--- config.mk ---
export PLATFORM = sky130hd
export DESIGN_NAME = demux_rr_dispatch
export DESIGN_NICKNAME = d
export VERILOG_FILES = /design/src/rtl/demux_rr_dispatch.sv
export SDC_FILE = /design/constraint.sdc
export NUM_CORES = 1
export LEC_CHECK = 0
export CAP_MARGIN = 20
export CORE_MARGIN = 8
export CORE_UTILIZATION = 53
export CTS_CLUSTER_DIAMETER = 200
export DETAILED_ROUTE_END_ITERATION = 7
export MAX_ROUTING_LAYER = met4
export PLACE_DENSITY = 0.85
export SLEW_MARGIN = 20
export SYNTH_ARGS = -nofsm -noshare
export SYNTH_HDL_FRONTEND = slang
export SYNTH_SLANG_ARGS = --single-unit
--- constraint.sdc ---
create_clock -name clk_i -period 5.9 [get_ports clk_i]
set_input_delay 1.18 -clock clk_i [delete_from_list [all_inputs] [get_ports clk_i]]
set_output_delay 1.18 -clock clk_i [all_outputs]
set_load 0.01 [all_outputs]
--- src/rtl/demux_rr_dispatch.sv ---
// Round-robin dispatcher for a 1:4 demux: holds one accepted word and steers it to a ready
// sink, skipping busy sinks and re-steering a stalled word after a timeout.
`timescale 1ns/1ps

module demux_rr_dispatch #(
  parameter int DATA_W  = 8,
  parameter int TIMEOUT = 15,
  parameter int CNT_W   = 8
) (
  input  logic              clk_i,
  input  logic              rst_ni,
  input  logic              en_i,
  input  logic              in_valid_i,
  input  logic [DATA_W-1:0] in_data_i,
  output logic              in_ready_o,
  output logic [1:0]        sel_o,
  output logic [3:0]        out_valid_o,
  output logic [DATA_W-1:0] out_data_o,
  input  logic [3:0]        out_ready_i,
  output logic              busy_o,
  output logic [CNT_W-1:0]  reroute_cnt_o
);

  localparam int WAIT_W = (TIMEOUT < 1) ? 1 : $clog2(TIMEOUT + 1);
  localparam logic [WAIT_W-1:0] WAIT_SAT  = WAIT_W'(TIMEOUT);
  localparam logic [WAIT_W-1:0] WAIT_LAST = WAIT_W'((TIMEOUT > 0) ? TIMEOUT - 1 : 0);
  localparam bit TIMEOUT_EN = (TIMEOUT != 0);

  typedef enum logic {
    IDLE = 1'b0,
    HOLD = 1'b1
  } state_e;

  state_e              state_q, state_d;
  logic [1:0]          sel_q, sel_d;
  logic [1:0]          ptr_q, ptr_d;
  logic [DATA_W-1:0]   data_q, data_d;
  logic [WAIT_W-1:0]   wait_q, wait_d;
  logic [CNT_W-1:0]    reroute_q, reroute_d;

  logic                xfer;
  logic                accept;
  logic [3:0]          others;
  logic [1:0]          sel_next;

  // First ready sink searching upward (mod 4) from base; base itself if none is ready.
  function automatic logic [1:0] pick(input logic [1:0] base, input logic [3:0] rdy);
    logic [1:0] res;
    logic [1:0] idx;
    res = base;
    for (int k = 3; k >= 0; k--) begin
      idx = base + 2'(k);
      if (rdy[idx]) res = idx;
    end
    return res;
  endfunction

  assign xfer       = (state_q == HOLD) && out_ready_i[sel_q];
  assign in_ready_o = rst_ni && en_i && ((state_q == IDLE) || out_ready_i[sel_q]);
  assign accept     = in_valid_i && in_ready_o;
  assign others     = out_ready_i & ~(4'b0001 << sel_q);
  assign sel_next   = sel_q + 2'd1;

  always_comb begin
    state_d   = state_q;
    sel_d     = sel_q;
    ptr_d     = ptr_q;
    data_d    = data_q;
    wait_d    = wait_q;
    reroute_d = reroute_q;
    unique case (state_q)
      IDLE: begin
        if (accept) begin
          data_d  = in_data_i;
          sel_d   = pick(ptr_q, out_ready_i);
          wait_d  = '0;
          state_d = HOLD;
        end
      end
      HOLD: begin
        if (xfer) begin
          ptr_d = sel_next;
          if (accept) begin
            data_d = in_data_i;
            sel_d  = pick(sel_next, out_ready_i);
            wait_d = '0;
          end else begin
            state_d = IDLE;
          end
        end else if (TIMEOUT_EN && (wait_q == WAIT_LAST) && (|others)) begin
          sel_d  = pick(sel_next, others);
          wait_d = '0;
          if (reroute_q != '1) reroute_d = reroute_q + 1'b1;
        end else if (wait_q != WAIT_SAT) begin
          wait_d = wait_q + 1'b1;
        end
      end
      default: state_d = IDLE;
    endcase
  end

  always_ff @(posedge clk_i or negedge rst_ni) begin
    if (!rst_ni) begin
      state_q   <= IDLE;
      sel_q     <= '0;
      ptr_q     <= '0;
      data_q    <= '0;
      wait_q    <= '0;
      reroute_q <= '0;
    end else begin
      state_q   <= state_d;
      sel_q     <= sel_d;
      ptr_q     <= ptr_d;
      data_q    <= data_d;
      wait_q    <= wait_d;
      reroute_q <= reroute_d;
    end
  end

  assign sel_o         = sel_q;
  assign out_data_o    = data_q;
  assign busy_o        = (state_q == HOLD);
  assign out_valid_o   = (state_q == HOLD) ? (4'b0001 << sel_q) : 4'b0000;
  assign reroute_cnt_o = reroute_q;

endmodule

Yosys cells after proc, flatten, opt, wreduce, memory -nomap -nowiden
Cells that the tools add are included.
Word-level totals
  register bits: 25
  output and inout port bits: 24
  bits of input ports: 16
Cells by class
  shifts and indexed selects: 1
  add/sub/neg operators: 9
  equal/unequal tests: 8
  bitwise logic cells: 4
  mux-type cells: 55
  reduce and logical (&&, ||, !) cells: 10
  order comparisons: 9
Operators by type and width (count)
  2-bit two-way mux: 16
  2-bit by 3-bit < comparator with 1-bit output, second input constant: 9
  1-bit binary-select mux with 2-bit select: 13
  4-bit two-way mux: 5
  8-bit two-way mux: 2
  8-bit case mux with 2 select lines: 1
  1-bit two-way mux: 15
  2-bit adder, second input constant: 4
  8-bit by 1-bit adder with 8-bit output, second input constant: 1
  8-bit != test, second input constant: 1
  4-bit case mux with 2 select lines: 1
  2-bit by 1-bit adder with 2-bit output, second input constant: 3
  1-bit logical AND: 5
  4-bit by 1-bit adder with 4-bit output, second input constant: 1
  4-bit bitwise AND: 1
  4-bit equality test, second input constant: 1
  4-bit by 1-bit != test with 1-bit output, second input constant: 1
  4-bit != test, second input constant: 1
  4-bit inverter: 1
  2-bit case mux with 2 select lines: 1
  4-bit AND reduction: 1
  4-bit OR reduction: 1
  1-bit by 2-bit left shift with 4-bit output, first input constant: 1
  3-bit by 1-bit != test with 1-bit output, second input constant: 1
  other kinds (8): 9

Depth between registers and ports, before layout
  depth in word-level cells: 12
  gate-level depth with buffers: 10
  mapped depth without buffers: 8

Worst setup path before layout
Ideal clock, no wire load.
  path type: input to output
  start: in out_ready_i[2]
  end: out in_ready_o
  cell stages on the path: 4
  required time: 4.720 ns
  path slack: 2.489 ns
  data arrival time: 2.231 ns
  cell sequence: buf_6 -> mux4_2 -> nand2b_4 -> and3_2
Between the ends
  longest elaborated chain between the ends: 4
Ends and longest elaborated chain
  start: declaration: RTL line 19  | input logic [3:0] out_ready_i,
  1-bit binary-select mux with 2-bit select: RTL line 59  | assign in_ready_o = rst_ni && en_i && ((state_q == IDLE) || out_ready_i[sel_q]);
  1-bit two-way mux (not written as such): RTL line 59
  1-bit logical OR: RTL line 59
  1-bit logical AND: RTL line 59
  end: declaration: RTL line 15  | output logic in_ready_o,
Every way passes these cells. The select of a mux whose other input is x is not followed.

Worst setup path in the final report
  start: in out_ready_i[3]
  end: out in_ready_o
Same word-level chain as after synthesis.

==> results.json <==
{
  "status": "finished, final reports clean",
  "worst_clock_skew_ns": 0.00656,
  "ios": 40,
  "cts_tree": "built",
  "r2r_start": "sel_o[0]",
  "postCtsSetupRepairBufs": 0,
  "hp-class": "register to register",
  "synth_warnings": 0,
  "power.leakage_nw": 0.860,
  "nNetsFinal": 228,
  "slowest_stage": "mux4_2",
  "synth_common_cells": "dfrtp_1, nand2_1, a21oi_1",
  "ant_nets": 0,
  "root_buffer": "clkbuf_4",
  "min_period_ns": 4.55,
  "grt_pass1_wl_um": 6600,
  "area_growth_pct": 26.2,
  "dieArea_um2": 5050,
  "crit_chain": "clkdlybuf4s50_1 > mux4_2 > nand2b_4 > and3_2 > clkdlybuf4s50_1",
  "synth_cell_types": 44,
  "track_usage_pct": 16.4,
  "worst_slew_pin_slew_ns": 0.494,
  "netlist_instances": 168,
  "crit_end": "in_ready_o",
  "rsz0062_at_grt": "false",
  "grt_max_degree": 28,
  "setup_tns_ns": 0,
  "drcViolationCount": 0,
  "power_density_nw_per_um2": 342,
  "vias": 1421,
  "synth-edff-count": 0,
  "grt.overflow.total": 0,
  "critPathArrivalTime_ns": 3.37,
  "crit_path_frequent_cell": "clkdlybuf4s50_1",
  "critPathMaxFanout": 13,
  "yosys.area.top_type_share_pct": 38.9,
  "clock_latency_ns": 0.32,
  "num_rows": 20,
  "port_buffers": 39,
  "cp-start-kind": "input port",
  "worstPathRequired_ns": 4.72,
  "hpwl_um": 3120,
  "r2r_end": "sel_o[0]",
  "timing.fmax_mhz": 220,
  "grt_pass1_vias": 1493,
  "finalSetupViolations": 0,
  "hold_viol_final": 0,
  "worstSetupStartpoint": "out_ready_i[3]",
  "wl_um": 4000,
  "endpoint_kind": "output pin",
  "avgSynthCellArea_um2": 9.56,
  "total_power_w": 0.000694,
  "yosysTopAreaCell": "dfrtp_1",
  "wl_per_cell_um": 16.9,
  "ys.flop_type": "dfrtp_1",
  "grt_antenna_before_repair": 0,
  "critical_path_class": "input port to output pin",
  "post-route-period-util_pct": 77.2,
  "viasPerCell": 6.00,
  "path_delay_family": "buffers and inverters",
  "first_iter_violations": 195,
  "cts.reportedPaths.clkPinSlew_ns": 0.13,
  "worst-r2r-setup-slack_ns": 3.12,
  "async_reset_ff_share_pct": 100,
  "cts_resized": 0,
  "synth-seq-cells": 25,
  "die_w_um": 71.1,
  "crit_buf_inv": 2,
  "die_h_um": 71.1,
  "cts_inserted_buffers": 3,
  "cts.htree.levels": 1,
  "slowest_delay_ns": 0.66,
  "synth.most_common_cell": "dfrtp_1",
  "cts_num_sinks": 25,
  "rr_worst_depth": 7,
  "clockBufferDepth": 2,
  "syn_area_um2": 1610,
  "cap_violations": 0,
  "synth_nets": 191,
  "place.gp.congestion": 0.925,
  "core_area_um2": 2980,
  "ir_drop_mv": 0.174,
  "slew_viol_final": 0,
  "ys_seq_area_share_pct": 38.9,
  "dr.pass1.iters": 4,
  "crit_cells": 5,
  "yosys-top-cells-area": "dfrtp_1, mux2_2, ha_1",
  "start_util_pct": 53.9,
  "hold_ws_ns": 0.526,
  "relSlewSlack_pct": 66.7,
  "hold_buffers": 0,
  "diodes": 0,
  "drive_gt1_share_pct": 10.8
}
-- how the worst min path moves through the flow --
stage	from	end	slack [ns]	cells after the start
after floorplan	wait_q[0]	wait_q[0]	0.50	1
after global placement	reroute_cnt_o[6]	reroute_cnt_o[6]	0.49	1
after detailed placement	out_data_o[0]	out_data_o[0]	0.49	1
after CTS	out_data_o[0]	out_data_o[0]	0.52	1
after global routing	reroute_cnt_o[6]	reroute_cnt_o[6]	0.54	1
final	out_data_o[0]	out_data_o[0]	0.53	1
-- sequential cells by signal, indices dropped and copies added, names as in the netlist --
name / flops
ptr_q: 2
out_data_o: 8
sel_o: 2
reroute_cnt_o: 8
wait_q: 4
busy_o: 1
-- worst register-to-register path, delay by kind of cell (launching register included) --
family                   cells  cell delay [ns]
buffers and inverters        1             0.17
adder cells (fa/ha/maj)      1             0.58
AND/OR/NAND/NOR              1             0.12
multiplexers                 1             0.37
flip-flops                   1             0.64
AO/OA/AOI/OAI                3             0.81
-- layout make-up --
type / count / area, µm²
fillers: 222 / 950
well taps: 33 / 41.3
multi-input cells: 129 / 915
flip-flops and latches: 25 / 626
repair buffers: 40 / 398
inverters: 6 / 22.5
clock buffers: 4 / 26.3
-- cell families after synthesis --
group           share of synthesized area (%)
xor+xnor                                 3.82
simple gates                             22.4
mux                                      9.74
flops                                    38.9
buf+inv                                  4.13
fa+ha+maj                                5.45
compound gates                           15.5
-- report_power, final --
| part | internal, W | switching (W) |
|---|---|---|
| Clock | 0.0000265 | 0.0000494 |
| Sequential | 0.000210 | 0.0000518 |
| Combinational | 0.000179 | 0.000177 |
-- per-stage QoR --
step	util (%)	cell area (µm²)	cells	setup WS, ns
final	68.1	2030	237	1.35
after global routing	68.1	2030	237	1.26
after CTS	68.1	2030	237	1.36
after detailed placement	67.2	2000	233	1.38
after global placement	67.2	2000	233	1.43
after floorplan	-	1610	168	2.49
-- per-layer routing --
metal,global-route usage (%),up-vias,share of wire [%]
met5,-,-,0
met4,9.24,0,3.0
met3,3.25,13,6.1
met2,26.9,65,48
met1,18.3,665,43
li1,-,678,-
-- cells in the final DEF, fill, tap and decap left out, drive strengths merged, types with 2 or more instances in the layout --
cell type	count
xor2	3
nor2b	6
nor2	10
nand4	4
nand2b	5
a21oi	12
and2	5
o22ai	2
a41oi	2
ha	7
nand3	7
dfrtp	25
o21ai	10
a311oi	2
nand2	15
nor3b	2
xnor2	4
mux2	11
and3	2
nor3	3
clkbuf	4
clkdlybuf4s50	39
inv	6
No activity file was read; power rests on OpenSTA's default activity.
